--- config.mk ---
export PLATFORM = sky130hd
export DESIGN_NAME = action_executor
export DESIGN_NICKNAME = d
export VERILOG_FILES = /design/src/rtl/dataplane_pkg.sv /design/src/rtl/action_stats.sv /design/src/rtl/action_executor.sv
export SDC_FILE = /design/constraint.sdc
export NUM_CORES = 1
export LEC_CHECK = 0
export ABC_AREA = 1
export CELL_PAD_IN_SITES_DETAIL_PLACEMENT = 1
export CELL_PAD_IN_SITES_GLOBAL_PLACEMENT = 2
export CORE_AREA = 2 2 236 180
export CTS_CLUSTER_DIAMETER = 150
export DETAILED_ROUTE_END_ITERATION = 12
export DIE_AREA = 0 0 238 182
export GPL_TIMING_DRIVEN = 0
export PLACE_DENSITY_LB_ADDON = 0.1
export SLEW_MARGIN = 5
export SYNTH_ARGS = -nofsm -noshare
export SYNTH_HDL_FRONTEND = slang
export SYNTH_SLANG_ARGS = --single-unit
export TNS_END_PERCENT = 20
--- constraint.sdc ---
create_clock -name clk -period 2.4 [get_ports clk]
set_input_delay 0.24 -clock clk [delete_from_list [all_inputs] [get_ports clk]]
set_output_delay 0.24 -clock clk [all_outputs]
set_load 0.01 [all_outputs]
--- src/rtl/dataplane_pkg.sv ---
// Shared match-action dataplane types.
// Action entry layout, table geometry and executor FSM states.
package dataplane_pkg;

  localparam int ACTION_TABLE_DEPTH = 1024;
  localparam int ACTION_IDX_W       = 10;
  localparam int ACTION_PORT_W      = 4;
  localparam int FLOW_ID_W          = 16;

  typedef struct packed {
    logic                     valid;
    logic [FLOW_ID_W-1:0]     flow_id;
    logic                     drop;
    logic                     forward;
    logic                     trap;
    logic                     count;
    logic                     modify;
    logic [ACTION_PORT_W-1:0] out_port;
  } action_t;

  typedef enum logic [1:0] {
    S_IDLE,
    S_LOOKUP,
    S_FWD,
    S_DROP
  } ex_state_e;

endpackage

--- src/rtl/action_stats.sv ---
// Four 32-bit wrapping statistics counters.
// Ports: clk, rst_n, *_inc_i strobes, *_cnt_o counter values.
module action_stats (
  input  logic        clk,
  input  logic        rst_n,
  input  logic        fwd_inc_i,
  input  logic        drop_inc_i,
  input  logic        miss_inc_i,
  input  logic        hit_inc_i,
  output logic [31:0] fwd_cnt_o,
  output logic [31:0] drop_cnt_o,
  output logic [31:0] miss_cnt_o,
  output logic [31:0] hit_cnt_o
);

  logic [31:0] fwd_q;
  logic [31:0] drop_q;
  logic [31:0] miss_q;
  logic [31:0] hit_q;

  always_ff @(posedge clk or negedge rst_n) begin
    if (!rst_n) begin
      fwd_q  <= '0;
      drop_q <= '0;
      miss_q <= '0;
      hit_q  <= '0;
    end else begin
      if (fwd_inc_i)  fwd_q  <= fwd_q + 32'd1;
      if (drop_inc_i) drop_q <= drop_q + 32'd1;
      if (miss_inc_i) miss_q <= miss_q + 32'd1;
      if (hit_inc_i)  hit_q  <= hit_q + 32'd1;
    end
  end

  assign fwd_cnt_o  = fwd_q;
  assign drop_cnt_o = drop_q;
  assign miss_cnt_o = miss_q;
  assign hit_cnt_o  = hit_q;

endmodule

--- src/rtl/action_executor.sv ---
// Action table reader: steers one packet per lookup to TX or drop.
// Ports: meta in, table read port, AXIS in/out, trap pulse, stats.
module action_executor
  import dataplane_pkg::*;
#(
  parameter int                       DATA_W       = 64,
  parameter bit                       DEFAULT_DROP = 1'b1,
  parameter logic [ACTION_PORT_W-1:0] DEFAULT_PORT = '0
) (
  input  logic                       clk,
  input  logic                       rst_n,
  input  logic                       meta_valid,
  output logic                       meta_ready,
  input  logic                       flow_hit,
  input  logic [FLOW_ID_W-1:0]       flow_id,
  output logic                       tbl_rd_en,
  output logic [ACTION_IDX_W-1:0]    tbl_rd_addr,
  input  logic [$bits(action_t)-1:0] tbl_rd_data,
  input  logic                       s_tvalid,
  output logic                       s_tready,
  input  logic [DATA_W-1:0]          s_tdata,
  input  logic                       s_tlast,
  output logic                       m_tvalid,
  input  logic                       m_tready,
  output logic [DATA_W-1:0]          m_tdata,
  output logic                       m_tlast,
  output logic [ACTION_PORT_W-1:0]   m_tdest,
  output logic                       trap_valid,
  output logic [FLOW_ID_W-1:0]       trap_flow_id,
  output logic [31:0]                fwd_cnt,
  output logic [31:0]                drop_cnt,
  output logic [31:0]                miss_cnt,
  output logic [31:0]                hit_cnt
);

  ex_state_e                state_q, state_d;
  logic                     hit_q;
  logic [FLOW_ID_W-1:0]     fid_q;
  logic [ACTION_PORT_W-1:0] dest_q, dest_d;
  logic                     fwd_inc, drop_inc;
  logic                     miss_inc, hit_inc;

  action_t ent;
  logic    applies;
  logic    sel_fwd;
  logic    sel_drop;
  logic    unused_modify;

  assign ent           = action_t'(tbl_rd_data);
  assign unused_modify = ent.modify;

  // Index aliasing: the stored flow id must match the full latched id.
  assign applies  = hit_q && ent.valid && (ent.flow_id == fid_q);
  assign sel_fwd  = applies && ent.forward && !ent.drop;
  assign sel_drop = applies && !(ent.forward && !ent.drop);

  always_ff @(posedge clk or negedge rst_n) begin
    if (!rst_n) begin
      state_q <= S_IDLE;
      hit_q   <= 1'b0;
      fid_q   <= '0;
      dest_q  <= '0;
    end else begin
      state_q <= state_d;
      dest_q  <= dest_d;
      if (state_q == S_IDLE && meta_valid) begin
        hit_q <= flow_hit;
        fid_q <= flow_id;
      end
    end
  end

  always_comb begin
    state_d  = state_q;
    dest_d   = dest_q;
    fwd_inc  = 1'b0;
    drop_inc = 1'b0;
    miss_inc = 1'b0;
    hit_inc  = 1'b0;
    unique case (state_q)
      S_IDLE: begin
        if (meta_valid) state_d = S_LOOKUP;
      end
      S_LOOKUP: begin
        hit_inc = applies && ent.count;
        unique case (1'b1)
          sel_fwd: begin
            state_d = S_FWD;
            dest_d  = ent.out_port;
            fwd_inc = 1'b1;
          end
          sel_drop: begin
            state_d  = S_DROP;
            drop_inc = 1'b1;
          end
          !applies: begin
            miss_inc = 1'b1;
            if (DEFAULT_DROP) begin
              state_d  = S_DROP;
              drop_inc = 1'b1;
            end else begin
              state_d = S_FWD;
              dest_d  = DEFAULT_PORT;
              fwd_inc = 1'b1;
            end
          end
          default: ;
        endcase
      end
      S_FWD: begin
        if (s_tvalid && m_tready && s_tlast) state_d = S_IDLE;
      end
      S_DROP: begin
        if (s_tvalid && s_tlast) state_d = S_IDLE;
      end
      default: state_d = S_IDLE;
    endcase
  end

  always_comb begin
    meta_ready  = 1'b0;
    tbl_rd_en   = 1'b0;
    tbl_rd_addr = '0;
    s_tready    = 1'b0;
    m_tvalid    = 1'b0;
    m_tdata     = '0;
    m_tlast     = 1'b0;
    trap_valid  = 1'b0;
    unique case (state_q)
      S_IDLE: begin
        meta_ready = 1'b1;
        if (meta_valid && flow_hit) begin
          tbl_rd_en   = 1'b1;
          tbl_rd_addr = flow_id[ACTION_IDX_W-1:0];
        end
      end
      S_LOOKUP: begin
        trap_valid = applies && ent.trap;
      end
      S_FWD: begin
        m_tvalid = s_tvalid;
        s_tready = m_tready;
        m_tdata  = s_tdata;
        m_tlast  = s_tlast;
      end
      S_DROP: begin
        s_tready = 1'b1;
      end
      default: ;
    endcase
  end

  assign trap_flow_id = trap_valid ? fid_q : '0;
  assign m_tdest      = dest_q;

  action_stats u_stats (
    .clk        (clk),
    .rst_n      (rst_n),
    .fwd_inc_i  (fwd_inc),
    .drop_inc_i (drop_inc),
    .miss_inc_i (miss_inc),
    .hit_inc_i  (hit_inc),
    .fwd_cnt_o  (fwd_cnt),
    .drop_cnt_o (drop_cnt),
    .miss_cnt_o (miss_cnt),
    .hit_cnt_o  (hit_cnt)
  );

endmodule
==> results of run 1 <==
[cell usage after synthesis]
| cell | n |
|---|---|
| nor3_1 | 37 |
| nand2_1 | 585 |
| xnor2_1 | 31 |
| nor3b_1 | 3 |
| o21a_1 | 1 |
| nand2_2 | 2 |
| buf_2 | 12 |
| nand3_1 | 60 |
| nand3b_1 | 30 |
| buf_6 | 11 |
| and2_1 | 3 |
| buf_4 | 1 |
| ha_1 | 4 |
| o21ai_1 | 13 |
| nand3_2 | 4 |
| buf_1 | 6 |
| nor2_2 | 6 |
| nand4_4 | 1 |
| inv_2 | 17 |
| inv_1 | 193 |
| nand3_4 | 1 |
| a21oi_1 | 2 |
| nor2_1 | 270 |
| o21ai_2 | 35 |
| dfrtp_1 | 151 |
| nand4_1 | 48 |
| clkbuf_1 | 17 |
| o21ai_0 | 33 |
| clkinv_1 | 1 |
| nor2_4 | 1 |
| xor2_1 | 52 |
[repair_timing]
item	4_1_cts	5_1_grt
setup buffers	6	4
pin swaps	5	8
endpoints found under the setup margin	82	54
cloned	1	0
gates resized for setup	168	37
hold endpoints to repair	53	0
hold buffers	1	0
[layout make-up]
cell class	instances	area share [%]
Inverter	211	5.11
Timing Repair Buffer	351	22.5
Clock inverter	14	0.823
Antenna cell	1	0.0161
Multi-Input combinational cell	1222	38.0
Clock buffer	18	2.77
Buffer	47	2.07
Sequential cell	151	24.4
Tap cell	536	4.32
[registers in the layout, indices dropped and copies added (netlist names)]
register / flops
u_stats.hit_cnt_o: 32
u_stats.fwd_cnt_o: 32
u_stats.miss_cnt_o: 32
m_tdest: 4
u_stats.drop_cnt_o: 32
fid_q: 16
state_q: 2
hit_q: 1
[report_power, final]
group | switching (mW) | internal [mW] | total (mW)
sequential | 0.292 | 2.82 | 3.11
combinational | 2.29 | 1.54 | 3.84
clock | 1.25 | 1.43 | 2.68
total | 3.84 | 5.79 | 9.63
[critical path: stages, from the launching register on]
cell and delay [ns]:
dfrtp_1 0.38, inv_2 0.06, nand2_1 0.12, nand2_1 0.07, nor3_1 0.13, nand3b_1 0.15, nor2_4 0.17, nand3_4 0.17
nor2_1 0.16, clkdlybuf4s15_2 0.26
[how the worst min path moves through the flow]
stage	start	end	slack, ns	depth (start not counted)
after global routing	tbl_rd_data[5]	u_stats.hit_cnt_o[0]	0.18	3
after detailed placement	rst_n	u_stats.fwd_cnt_o[12]	0.20	1
final	tbl_rd_data[5]	u_stats.hit_cnt_o[0]	0.16	3
after floorplan	rst_n	fid_q[0]	-0.06	0
after CTS	tbl_rd_data[5]	u_stats.hit_cnt_o[0]	0.15	3
after global placement	m_tdest[3]	m_tdest[3]	0.47	2
[routing by layer]
metal	track usage [%]	routed length [um]	up-vias
li1	-	-	5789
met2	35.8	21600	289
met3	4.93	2460	43
met1	30.5	22700	5649
met5	0	13	-
met4	5.93	879	2
[cell families (layout without fill, tap and decap cells)]
kind of cell             count (synthesis)  in the layout
other                                    0              1
AND/OR/NAND/NOR                       1051           1051
XOR/XNOR                                83             83
adder cells (fa/ha/maj)                  4              4
buffers and inverters                  258            641
AO/OA/AOI/OAI                           84             84
flip-flops                             151            151
[through the flow]
stage,TNS (ns),cell area [um^2]
floorplan,0,10600
global placement,-935.73,14600
detailed placement,-23.62,14700
CTS,-0.197,15400
global route,-1.43,15500
finish,0,15500
==> results.sh, run 1 <==
export IMPL_setup_worst_path_start="fid_q[13]"
export IMPL_final_cell_mix="nand2_1 (574), clkdlybuf4s50_1 (271), nor2_1 (251)"
export IMPL_power_mw=9.63
export IMPL_cp_arrival_ns=2.14
export IMPL_antenna_found_initial=2
export IMPL_place_hpwl_mm=38.4
export IMPL_grt_max_degree=99
export IMPL_rr_startpoint="u_stats.fwd_cnt_o[0]"
export IMPL_cts_max_path_buffers=2
export IMPL_ys_ff_latch=151
export IMPL_finalWorstSetupSlack_ns=0.0198
export IMPL_drv_slew=0
export IMPL_place_ws_ns=-0.829
export IMPL_startpoint_type="flip-flop"
export IMPL_yosys_warnings=0
export IMPL_fin_util_pct=37.5
export IMPL_maxCapViolations=0
export IMPL_multiInputGateArea_um2=5890
export IMPL_hold_violations=0
export IMPL_grt_pass1_vias=12300
export IMPL_crit_path_end="trap_flow_id[15]"
export IMPL_post_layout_nonfiller_instances=2551
export IMPL_nFillCells=5243
export IMPL_maxSlewHeadroom_pct=57.6
export IMPL_layout_nets=2118
export IMPL_seq_area_um2=3780
export IMPL_htreeDepth=4
export IMPL_synth_xor_area_share_pct=6.87
export IMPL_hp_class="input port to flip-flop"
export IMPL_grt_pass1_wl_mm=73.6
export IMPL_period_share_pct=99.2
export IMPL_r2r_setup_slack_ns=0.16
export IMPL_synth_top_area_share_pct=35.7
export IMPL_drc=0
export IMPL_fmax_ghz=0.420
export IMPL_avgRoutedWirePerCell_um=18.6
export IMPL_fin_hold_ws_ns=0.163
export IMPL_num_rows=65
export IMPL_path_class="flip-flop to output port"
export IMPL_cts_root_buf="clkbuf_16"
export IMPL_vias_per_cell=4.61
export IMPL_drt_total_wl_mm=47.6
export IMPL_layout_drive_gt1_share_pct=9.78
export IMPL_syn_area_per_cell_um2=6.49
export IMPL_synth_simple_area_share_pct=41.6
export IMPL_setup_violations_final=0
export IMPL_yosysTopAreaCell="dfrtp_1"
export IMPL_power_leakage_nw=7.08
export IMPL_dp_cells=2506
export IMPL_ys_seq_area_share_pct=35.7
export IMPL_synth_area_leaders="dfrtp_1 (36%), nand2_1 (21%), nor2_1 (9.6%)"
export IMPL_overflow=0
export IMPL_gp_congestion=0.883
export IMPL_syn_inst=1631
export IMPL_synth_fp_nets=1748
export IMPL_synth_top_family_by_area="simple AND/OR/NAND/NOR gates"
export IMPL_cp_required_ns=2.16
export IMPL_power_density_nw_per_um2=621
export IMPL_die_x_um=238
export IMPL_portBuffers=338
export IMPL_path_clk_slew_ns=0.07
export IMPL_crit_fanout=6
export IMPL_cts_tree="yes"
export IMPL_r2r_cells=10
export IMPL_vdd_drop_max_mv=0.443
export IMPL_period_needed_ns=2.38
export IMPL_r2r_end="u_stats.fwd_cnt_o[28]"
export IMPL_status="completed"
export IMPL_worst_pin_slew_ns=0.634
export IMPL_skew_ns=0.0135
export IMPL_dieArea_um2=43300
export IMPL_design_core_area_um2=41300
export IMPL_pin_count=341
export IMPL_die_h_um=182
export IMPL_layout_commonest_cell="nand2_1"
export IMPL_end_kind="output port"
export IMPL_clk_latency_ns=0.47
export IMPL_drtPass1Iterations=5
export IMPL_synth_fa_ha_area_share_pct=0.473
export IMPL_areaGrowthSynthToFinish_pct=46.6
export IMPL_vias=11800
export IMPL_synth_compound_area_share_pct=5.24
export IMPL_dr_first_iter_drc_count=566
export IMPL_synth_cell_types=31
export IMPL_cts_made_buffers=17
export IMPL_rsz0062_at_grt="true"
export IMPL_muxShareOfSynthArea_pct=0
export IMPL_grtUsageTotal_pct=22.4
export IMPL_ant_nets=0
export IMPL_cts_sinks=151
export IMPL_mappedNetlistArea_um2=10600
export IMPL_initial_core_util_pct=25.6
(Power assumes the default switching activity.)
==> run 2, diff against run 1 <==
--- a/config.mk
+++ b/config.mk
@@ -8,10 +8,10 @@
 export ABC_AREA = 1
 export CELL_PAD_IN_SITES_DETAIL_PLACEMENT = 1
 export CELL_PAD_IN_SITES_GLOBAL_PLACEMENT = 2
-export CORE_AREA = 2 2 236 180
+export CORE_AREA = 8 8 242 186
 export CTS_CLUSTER_DIAMETER = 150
 export DETAILED_ROUTE_END_ITERATION = 12
-export DIE_AREA = 0 0 238 182
+export DIE_AREA = 0 0 250 194
 export GPL_TIMING_DRIVEN = 0
 export PLACE_DENSITY_LB_ADDON = 0.1
 export SLEW_MARGIN = 5
==> run 2 against run 1 <==
Against the previous run:
- the flow now finishes with violations (setup timing)
- hold slack improved by 0.018 ns
- design area about the same
- die area increased by 12%
- non-clock buffer count decreased by 7
- clock-buffer cell count decreased by 1
- sequential power about the same
- wire length increased by 3.7%
- power increased by 0.67%
- setup slack got worse by 0.039 ns
- register-to-register slack improved by 0.11 ns
- clock skew increased by 0.0053 ns
- critical path type unchanged
==> results.sh, run 2 (synthesized netlist as in run 1, its figures left out) <==
export IMPL_layout_commonest_cell="nand2_1"
export IMPL_gp_congestion=0.858
export IMPL_crit_family="simple AND/OR/NAND/NOR gates"
export IMPL_cts_sinks=151
export IMPL_design_area_um2=15500
export IMPL_nFillCells=5211
export IMPL_worst_pin_slew_ns=0.644
export IMPL_drc=0
export IMPL_die_h_um=194
export IMPL_cp_arrival_ns=2.18
export IMPL_hold_violations=0
export IMPL_initial_core_util_pct=25.6
export IMPL_die_x_um=250
export IMPL_hp_class="input port to flip-flop"
export IMPL_areaGrowthSynthToFinish_pct=46.4
export IMPL_slowest_stage="dfrtp_1"
export IMPL_portBuffers=338
export IMPL_met1_usage_pct=26.6
export IMPL_clk_latency_ns=0.46
export IMPL_htreeDepth=4
export IMPL_gr_usage_met2_pct=32.6
export IMPL_power_frac_clock_pct=28.7
export IMPL_rsz0062_at_grt="true"
export IMPL_overflow=0
export IMPL_p_int_mw=5.82
export IMPL_power_density_nw_per_um2=626
export IMPL_dpl_cell_area_um2=14700
export IMPL_vias=11700
export IMPL_tns_ns=-0.0578
export IMPL_grt_max_degree=96
export IMPL_p_sw_mw=3.88
export IMPL_use_met3_pct=6.39
export IMPL_cts_root_buf="clkbuf_16"
export IMPL_place_hpwl_mm=40.2
export IMPL_dr_first_iter_drc_count=568
export IMPL_setup_violations_final=6
export IMPL_period_needed_ns=2.42
export IMPL_num_rows=65
export IMPL_cts_max_path_buffers=2
export IMPL_critPathMaxStageDelay_ns=0.42
export IMPL_fmax_ghz=0.413
export IMPL_maxCapViolations=0
export IMPL_end_kind="output port"
export IMPL_finalWorstSetupSlack_ns=-0.0187
export IMPL_startpoint_type="flip-flop"
export IMPL_cts_tree="yes"
export IMPL_crit_fanout=6
export IMPL_vdd_drop_max_mv=0.429
export IMPL_layout_nets=2111
export IMPL_violations="setup timing"
export IMPL_vias_per_cell=4.59
export IMPL_skew_ns=0.0188
export IMPL_power_mw=9.69
export IMPL_ant_nets=0
export IMPL_grt_pass1_wl_mm=76.2
export IMPL_grtUsageTotal_pct=20.2
export IMPL_diodes=0
export IMPL_drt_total_wl_mm=49.3
export IMPL_pin_count=341
export IMPL_gr_max_usage_layer="met2"
export IMPL_power_leakage_nw=7.08
export IMPL_path_class="flip-flop to output port"
export IMPL_worst_path_buf_inv=2
export IMPL_status="finished with violations"
export IMPL_period_share_pct=101
export IMPL_power_share_sequential_pct=32.1
export IMPL_grt_pass1_vias=12600
export IMPL_switching_share_pct=40.0
export IMPL_antenna_found_initial=2
export IMPL_design_core_area_um2=41300
export IMPL_pwr_share_comb_pct=39.2
export IMPL_cp_required_ns=2.16
export IMPL_avgRoutedWirePerCell_um=19.4
export IMPL_maxSlewHeadroom_pct=57.1
export IMPL_dieArea_um2=48500
export IMPL_final_cell_mix="nand2_1 (582), clkdlybuf4s50_1 (267), nor2_1 (247)"
export IMPL_drv_slew=0
export IMPL_layout_drive_gt1_share_pct=9.37
export IMPL_path_clk_slew_ns=0.08
export IMPL_cts_made_buffers=17
export IMPL_drtPass1Iterations=5
export IMPL_crit_chain="xnor2_2 -> nand3_1 -> nor2_1 -> nand3_1 -> nor2_4 -> nand3_4 -> clkbuf_16 -> nor2_4 -> buf_6"
[run 2: changes by cell type in the layout (fill, tap and decap cells not counted), moves of 3 or more]
cell,before,now
buf_4,17,7
nand2_1,574,582
nand2_2,13,5
clkinvlp_4,7,2
nor2_4,13,18
clkdlybuf4s50_1,271,267
inv_2,21,17
nor2_1,251,247
clkinv_2,2,5
inv_1,189,192
[run 2: final cells by class]
cell class	count	area [um^2]	area share, %
Buffer	47	324	2.09
Clock buffer	17	425	2.75
Clock inverter	15	153	0.985
Inverter	211	797	5.14
Multi-Input combinational cell	1222	5910	38.1
Sequential cell	151	3780	24.4
Tap cell	536	671	4.33
Timing Repair Buffer	344	3430	22.2
[run 2: power by group through the flow]
stage | Sequential (mW) | Combinational, mW | Clock, mW
after floorplan | 3.12 | 1.76 | 0
after global placement | 3.14 | 3.80 | 0
after detailed placement | 3.14 | 3.86 | 0
after CTS | 3.12 | 3.85 | 2.88
after global routing | 3.15 | 4.20 | 2.97
final | 3.12 | 3.80 | 2.78
[run 2: worst paths after layout]
path	start	end	slack (ns)	depth (start not counted)
min in group asynchronous	rst_n	u_stats.fwd_cnt_o[12]	0.31	2
max in group asynchronous	rst_n	u_stats.drop_cnt_o[25]	1.17	3
setup / recovery	fid_q[15]	trap_flow_id[13]	-0.02	9
setup reg to reg	u_stats.hit_cnt_o[0]	u_stats.hit_cnt_o[30]	0.27	10
hold reg to reg	m_tdest[0]	m_tdest[0]	0.49	2
hold / removal	tbl_rd_data[5]	u_stats.hit_cnt_o[0]	0.18	3
[run 2: metal layers]
metal / up-vias / part of all wire (%)
li1: 5759 / -
met5: - / 0.055
met3: 35 / 6.3
met4: 4 / 1.0
met1: 5627 / 48
met2: 253 / 45
[run 2: tightest hold or removal path, delay by kind of cell]
family	cells	cell delay (ns)
AND/OR/NAND/NOR	2	0.19
buffers and inverters	1	0.17
[run 2: timing repair]
| item | 4_1_cts | 5_1_grt |
|---|---|---|
| hold endpoints to repair | 56 | 0 |
| setup buffers | 3 | 0 |
| endpoints found under the setup margin | 81 | 41 |
| resized for setup | 162 | 53 |
| gates cloned | 0 | 1 |
| hold buffers | 1 | 0 |
| pin swaps | 3 | 6 |
[run 2: through the flow]
stage / instances / hold WS, ns / setup WS, ns / util [%]
after global placement: 2505 / 0.465 / -6.13 / 35.4
final: 2543 / 0.181 / -0.0187 / 37.5
after floorplan: 1631 / -0.0556 / 0.654 / -
after global routing: 2543 / 0.178 / -0.202 / 37.5
after detailed placement: 2506 / 0.203 / -0.712 / 35.5
after CTS: 2542 / 0.137 / -0.173 / 37.1
